$ cat config.mk
export PLATFORM = sky130hd
export DESIGN_NAME = ber_sweep_ctrl_flat
export DESIGN_NICKNAME = d
export VERILOG_FILES = /design/src/rtl/ber_sweep_if.sv /design/src/rtl/ber_sweep_ctrl.sv /design/src/flat_wrapper.sv
export SDC_FILE = /design/constraint.sdc
export NUM_CORES = 1
export LEC_CHECK = 0
export CAP_MARGIN = 5
export CORE_AREA = 2 2 94 96
export DETAILED_ROUTE_END_ITERATION = 10
export DIE_AREA = 0 0 96 98
export SLEW_MARGIN = 20
export SYNTH_ARGS = -nofsm -noshare
export SYNTH_HDL_FRONTEND = slang
export SYNTH_SLANG_ARGS = --single-unit
export TNS_END_PERCENT = 100
$ cat constraint.sdc
create_clock -name clk -period 4.7 [get_ports clk]
set_input_delay 0.705 -clock clk [delete_from_list [all_inputs] [get_ports clk]]
set_output_delay 0.705 -clock clk [all_outputs]
set_load 0.01 [all_outputs]
$ cat src/rtl/ber_sweep_if.sv
// Handshake bundle between the BER sweep controller and the noise-generator / decoder harness.
interface ber_sweep_if #(
  parameter int SNR_W   = 4,
  parameter int FRAME_W = 16,
  parameter int ERR_W   = 12
);
  logic               start;
  logic               abort;
  logic               gen_ready;
  logic               dec_term;
  logic               dec_err;
  logic               frame_start;
  logic               dec_en;
  logic [SNR_W-1:0]   snr_idx;
  logic               busy;
  logic               done;
  logic               rec_valid;
  logic [SNR_W-1:0]   rec_snr;
  logic [FRAME_W-1:0] rec_frames;
  logic [ERR_W-1:0]   rec_errs;

  modport master (
    input  start, abort, gen_ready, dec_term, dec_err,
    output frame_start, dec_en, snr_idx, busy, done,
    output rec_valid, rec_snr, rec_frames, rec_errs
  );

  modport slave (
    output start, abort, gen_ready, dec_term, dec_err,
    input  frame_start, dec_en, snr_idx, busy, done,
    input  rec_valid, rec_snr, rec_frames, rec_errs
  );
endinterface

$ cat src/rtl/ber_sweep_ctrl.sv
// BER sweep sequencer: steps the SNR index, launches decoder frames when the noise buffers
// are full, counts frames/frame errors per point and emits one result record per point.
//
// state    | meaning
// ---------+---------------------------------------------------------------
// IDLE     | no sweep; waiting for start
// WAIT_GEN | waiting for all noise buffers full (gen_ready)
// DECODE   | decoder running; dec_term ignored in its first cycle
// ACCOUNT  | counters already updated; decide close-point or next frame
// REPORT   | rec_valid pulse; advance SNR index or finish
// DONE     | sweep complete; start restarts from SNR_MIN
module ber_sweep_ctrl #(
  parameter int SNR_W      = 4,
  parameter int SNR_MIN    = 0,
  parameter int SNR_MAX    = 10,
  parameter int FRAME_W    = 16,
  parameter int ERR_W      = 12,
  parameter int MAX_FRAMES = 1000,
  parameter int ERR_TARGET = 100
) (
  input  logic       clk,
  input  logic       rst,
  ber_sweep_if.master bus
);

  localparam logic [SNR_W-1:0]   SNR_MIN_V    = SNR_W'(SNR_MIN);
  localparam logic [SNR_W-1:0]   SNR_MAX_V    = SNR_W'(SNR_MAX);
  localparam logic [FRAME_W-1:0] MAX_FRAMES_V = FRAME_W'(MAX_FRAMES);
  localparam logic [ERR_W-1:0]   ERR_TARGET_V = ERR_W'(ERR_TARGET);

  typedef enum logic [2:0] {
    S_IDLE,
    S_WAIT_GEN,
    S_DECODE,
    S_ACCOUNT,
    S_REPORT,
    S_DONE
  } state_t;

  state_t state, state_nxt;

  logic [SNR_W-1:0]   snr_q;
  logic [FRAME_W-1:0] frames;
  logic [ERR_W-1:0]   errs;
  logic [SNR_W-1:0]   rec_snr_q;
  logic [FRAME_W-1:0] rec_frames_q;
  logic [ERR_W-1:0]   rec_errs_q;

  logic frame_start_q, dec_en_q, busy_q, done_q, rec_valid_q;
  logic frame_start_nxt, dec_en_nxt, busy_nxt, done_nxt, rec_valid_nxt;

  logic term_ok;
  logic point_full;
  logic last_point;

  // frame_start is high exactly during the first DECODE cycle, while the decoder is in reset
  assign term_ok    = bus.dec_term && !frame_start_q;
  assign point_full = (errs >= ERR_TARGET_V) || (frames >= MAX_FRAMES_V);
  assign last_point = (snr_q == SNR_MAX_V);

  always_ff @(posedge clk or posedge rst) begin
    if (rst) begin
      state         <= S_IDLE;
      frame_start_q <= 1'b0;
      dec_en_q      <= 1'b0;
      busy_q        <= 1'b0;
      done_q        <= 1'b0;
      rec_valid_q   <= 1'b0;
    end else begin
      state         <= state_nxt;
      frame_start_q <= frame_start_nxt;
      dec_en_q      <= dec_en_nxt;
      busy_q        <= busy_nxt;
      done_q        <= done_nxt;
      rec_valid_q   <= rec_valid_nxt;
    end
  end

  always_comb begin
    state_nxt = state;
    if (bus.abort) begin
      state_nxt = S_IDLE;
    end else begin
      case (state)
        S_IDLE, S_DONE: if (bus.start) state_nxt = S_WAIT_GEN;
        S_WAIT_GEN:     if (bus.gen_ready) state_nxt = S_DECODE;
        S_DECODE:       if (term_ok) state_nxt = S_ACCOUNT;
        S_ACCOUNT:      state_nxt = point_full ? S_REPORT : S_WAIT_GEN;
        S_REPORT:       state_nxt = last_point ? S_DONE : S_WAIT_GEN;
        default:        state_nxt = S_IDLE;
      endcase
    end
  end

  // Outputs are decoded from the next state so they register in step with it
  always_comb begin
    frame_start_nxt = (state == S_WAIT_GEN) && (state_nxt == S_DECODE);
    dec_en_nxt      = (state_nxt == S_DECODE);
    busy_nxt        = (state_nxt == S_WAIT_GEN) || (state_nxt == S_DECODE) ||
                      (state_nxt == S_ACCOUNT)  || (state_nxt == S_REPORT);
    done_nxt        = (state_nxt == S_DONE);
    rec_valid_nxt   = (state_nxt == S_REPORT);
  end

  always_ff @(posedge clk or posedge rst) begin
    if (rst) begin
      snr_q        <= SNR_MIN_V;
      frames       <= '0;
      errs         <= '0;
      rec_snr_q    <= '0;
      rec_frames_q <= '0;
      rec_errs_q   <= '0;
    end else if (bus.abort) begin
      snr_q  <= SNR_MIN_V;
      frames <= '0;
      errs   <= '0;
    end else begin
      case (state)
        S_IDLE, S_DONE: begin
          if (bus.start) begin
            snr_q  <= SNR_MIN_V;
            frames <= '0;
            errs   <= '0;
          end
        end
        S_DECODE: begin
          // counts are bumped on the way into ACCOUNT so its decision sees updated values
          if (term_ok) begin
            frames <= frames + 1'b1;
            if (bus.dec_err && (errs != '1)) errs <= errs + 1'b1;
          end
        end
        S_ACCOUNT: begin
          if (point_full) begin
            rec_snr_q    <= snr_q;
            rec_frames_q <= frames;
            rec_errs_q   <= errs;
          end
        end
        S_REPORT: begin
          if (!last_point) begin
            snr_q  <= snr_q + 1'b1;
            frames <= '0;
            errs   <= '0;
          end
        end
        default: ;
      endcase
    end
  end

  assign bus.frame_start = frame_start_q;
  assign bus.dec_en      = dec_en_q;
  assign bus.snr_idx     = snr_q;
  assign bus.busy        = busy_q;
  assign bus.done        = done_q;
  assign bus.rec_valid   = rec_valid_q;
  assign bus.rec_snr     = rec_snr_q;
  assign bus.rec_frames  = rec_frames_q;
  assign bus.rec_errs    = rec_errs_q;

endmodule

$ cat src/flat_wrapper.sv
// flat-port wrapper written by rule: the top's interface ports become plain ports
module ber_sweep_ctrl_flat 
#(
  parameter int SNR_W      = 4,
  parameter int SNR_MIN    = 0,
  parameter int SNR_MAX    = 10,
  parameter int FRAME_W    = 16,
  parameter int ERR_W      = 12,
  parameter int MAX_FRAMES = 1000,
  parameter int ERR_TARGET = 100
)
  (clk, rst, bus_start, bus_abort, bus_gen_ready, bus_dec_term, bus_dec_err, bus_frame_start, bus_dec_en, bus_snr_idx, bus_busy, bus_done, bus_rec_valid, bus_rec_snr, bus_rec_frames, bus_rec_errs);
  ber_sweep_if #(.SNR_W(SNR_W), .FRAME_W(FRAME_W), .ERR_W(ERR_W)) bus_i ();
  input  logic clk;
  input  logic rst;
  input wire logic [$bits(bus_i.start)-1:0] bus_start;
  input wire logic [$bits(bus_i.abort)-1:0] bus_abort;
  input wire logic [$bits(bus_i.gen_ready)-1:0] bus_gen_ready;
  input wire logic [$bits(bus_i.dec_term)-1:0] bus_dec_term;
  input wire logic [$bits(bus_i.dec_err)-1:0] bus_dec_err;
  output wire logic [$bits(bus_i.frame_start)-1:0] bus_frame_start;
  output wire logic [$bits(bus_i.dec_en)-1:0] bus_dec_en;
  output wire logic [$bits(bus_i.snr_idx)-1:0] bus_snr_idx;
  output wire logic [$bits(bus_i.busy)-1:0] bus_busy;
  output wire logic [$bits(bus_i.done)-1:0] bus_done;
  output wire logic [$bits(bus_i.rec_valid)-1:0] bus_rec_valid;
  output wire logic [$bits(bus_i.rec_snr)-1:0] bus_rec_snr;
  output wire logic [$bits(bus_i.rec_frames)-1:0] bus_rec_frames;
  output wire logic [$bits(bus_i.rec_errs)-1:0] bus_rec_errs;
  assign bus_i.start = bus_start;
  assign bus_i.abort = bus_abort;
  assign bus_i.gen_ready = bus_gen_ready;
  assign bus_i.dec_term = bus_dec_term;
  assign bus_i.dec_err = bus_dec_err;
  assign bus_frame_start = bus_i.frame_start;
  assign bus_dec_en = bus_i.dec_en;
  assign bus_snr_idx = bus_i.snr_idx;
  assign bus_busy = bus_i.busy;
  assign bus_done = bus_i.done;
  assign bus_rec_valid = bus_i.rec_valid;
  assign bus_rec_snr = bus_i.rec_snr;
  assign bus_rec_frames = bus_i.rec_frames;
  assign bus_rec_errs = bus_i.rec_errs;
  ber_sweep_ctrl #(.SNR_W(SNR_W), .SNR_MIN(SNR_MIN), .SNR_MAX(SNR_MAX), .FRAME_W(FRAME_W), .ERR_W(ERR_W), .MAX_FRAMES(MAX_FRAMES), .ERR_TARGET(ERR_TARGET)) u_core (.clk(clk), .rst(rst), .bus(bus_i));
endmodule
==> out/qor.csv <==
metric,value,unit
cp.required,4980,ps
syn_area_per_cell,10.91,um2
htree_levels,3,
post-route-period-util,64.65,%
layout-drive-gt1-share,15.55,%
start_kind,primary input,
outcome,completed,
synth_edf_count,0,
tns,0,ps
async_flop_share,100.0,%
port_buffers,47,
tightestPinTransition,818.0,ps
postCtsHoldBufs,0,
clock.fmax,329.1,MHz
drv_slew,0,
grt_overflow,0,
fin_ws,1661,ps
track_usage,16.84,%
die-width,96,um
clock-sinks,72,
netlist_area,3546,um2
switching_power,285.4,uW
cts_buffer_depth,2,
fin_crit,3039,ps
area_delta_synth_final,19.37,%
end_kind,flop,
grt_pass1_vias,2676,
seqPwrFrac,55.4,%
p_int,857.9,uW
synth_nets,338,
grt_start_max_net_pins,47,
core-area,8466,um2
gp_congestion,0.8933,
p_sw_share,24.96,%
num_rows,34,
synth_seq_cells,72,
synth_common_cells,"dfrtp_1 (72), mux2_2 (26), a21oi_1 (23)",
clk_pin_slew_worst_paths,70,ps
cts_tree,built,
vias,2671,
initial_core_util,41.89,%
path_max_fanout,22,
p_leak,1.789,nW
drt_iter0_markers,148,
avgViaCountPerCell,5.553,
die_h,98,um
fillers,789,
hold_violations,0,
max_cap_violations,0,
synth_top_cell_area_share,50.81,%
critical_path_class,primary input to flop,
antenna_found_initial,0,
synth_area_leader_cell,dfrtp_1,
share_comb_of_total_power,6.8,%
synth_most_common_cell,dfrtp_1,
wl,7.311,mm
cts-resized-gates,0,
grt_pass1_wl,12.71,mm
cp.arrival,3320,ps
rsz0062_at_grt,false,
dpl.hpwl,4.869,mm
dp_slack,1284,ps
synth_area_leaders,"dfrtp_1 (51%), mux2_2 (8.3%), or4_1 (3.8%)",
vdd_drop_max,0.1400,mV
slew_headroom,45.47,%
synthCells,325,
p_per_area,270.1,nW/um2
setup_viol,0,
synthFlopType,dfrtp_1,
hold_class,flop to flop,
drtPass1Iterations,4,
ys_types,49,
io_pins,48,
final_util,50.00,%
drtAntennaViolNets,0,
yosysSeqAreaShare,50.81,%
fin_skew,6.122,ps
diodes,0,
final_nets,381,
clock_latency,340,ps
routedWlPerCell,15.20,um
yosysWarnings,0,
postCtsSetupRepairBufs,0,
clock-root-buffer,clkbuf_8,
pwr-share-clk,37.8,%
cts-buffers-inserted,9,
drc,0,
dieArea,9408,um2
path summary, 6_finish.rpt:
| path | startpoint | end | slack [ps] | cells after the start |
|---|---|---|---|---|
| min in group asynchronous | rst | u_core.bus.rec_frames[6] | 800 | 2 |
| worst min register to register | u_core.bus.rec_errs[3] | u_core.bus.rec_errs[3] | 510 | 1 |
| worst min-delay path | u_core.bus.rec_errs[3] | u_core.bus.rec_errs[3] | 510 | 1 |
| worst max register to register | u_core.state[2] | u_core.errs[5] | 2130 | 4 |
| max in group asynchronous | rst | u_core.bus.rec_frames[13] | 3070 | 3 |
| worst max-delay path | bus_abort | u_core.errs[5] | 1660 | 5 |
cells in the final DEF (no fill, tap or decap), types with 3 or more instances in the layout:
cell	n
nand4_1	7
nor3_1	6
mux2_2	26
clkbuf_8	10
clkinv_2	3
or4_1	18
buf_4	4
clkbuf_1	3
nand2_1	17
mux2_4	6
nor2_1	14
dfrtp_1	72
o31ai_1	17
or3_1	7
nor4_1	3
nand3_1	13
nor2b_1	3
o211ai_1	3
clkdlybuf4s50_1	47
inv_1	13
ha_1	6
a21oi_1	23
o21ai_0	19
state kept, by name (all words and copies together) (netlist names):
name,count
u_core.bus.rec_errs,12
u_core.bus.frame_start,1
u_core.bus.dec_en,1
u_core.bus.rec_valid,1
u_core.bus.done,1
u_core.bus.busy,1
u_core.bus.rec_frames,16
u_core.frames,16
u_core.bus.rec_snr,4
u_core.errs,12
u_core.bus.snr_idx,4
u_core.state,3
layout make-up:
type                    count  area, um2  share of cell area, %
clock buffers              13      148.9                  3.518
clock inverters             3      17.52                 0.4138
inverters                  14      53.80                  1.271
multi-input cells         220       1575                  37.22
flip-flops and latches     72       1802                  42.57
well taps                 108      135.1                  3.192
repair buffers             51      500.5                  11.82
per-layer routing:
| metal | up-vias | routed length, um | global-route usage [%] |
|---|---|---|---|
| met2 | 51 | 3363 | 25.37 |
| li1 | 1313 | - | - |
| met1 | 1297 | 3612 | 23.79 |
| met5 | - | 0 | 0 |
| met3 | 10 | 219 | 3.241 |
| met4 | 0 | 115 | 6.703 |
critical path, cell delays in order:
cell and delay (ps):
clkdlybuf4s50_1 650, or4b_1 750, a31o_1 550, or4_1 570, nand2_1 80
kinds of logic after synthesis:
kind of cell / share of synthesized area (%)
buffers and inverters: 4.764
adder cells (fa/ha/maj): 2.117
flip-flops: 50.81
AND/OR/NAND/NOR: 16.13
multiplexers: 11.08
AO/OA/AOI/OAI: 15.10
per-stage QoR:
stage          cell area [um2]  hold WS [ps]  std cells  power (mW)
2_1_floorplan             3546         509.2        325      0.6973
3_3_place_gp              4065         487.0        465      0.7227
3_5_place_dp              4065         494.9        465      0.7247
4_1_cts                   4232         511.5        481       1.160
5_1_grt                   4233         519.6        481       1.192
6_report                  4233         505.4        481       1.143
power groups by stage:
stage	sequential, mW	combinational (mW)	clock (mW)
floorplan	0.643	0.0543	0
global placement	0.645	0.0774	0
detailed placement	0.646	0.0789	0
CTS	0.634	0.0791	0.447
global route	0.635	0.0878	0.469
finish	0.634	0.0773	0.432
(Power assumes the default switching activity.)
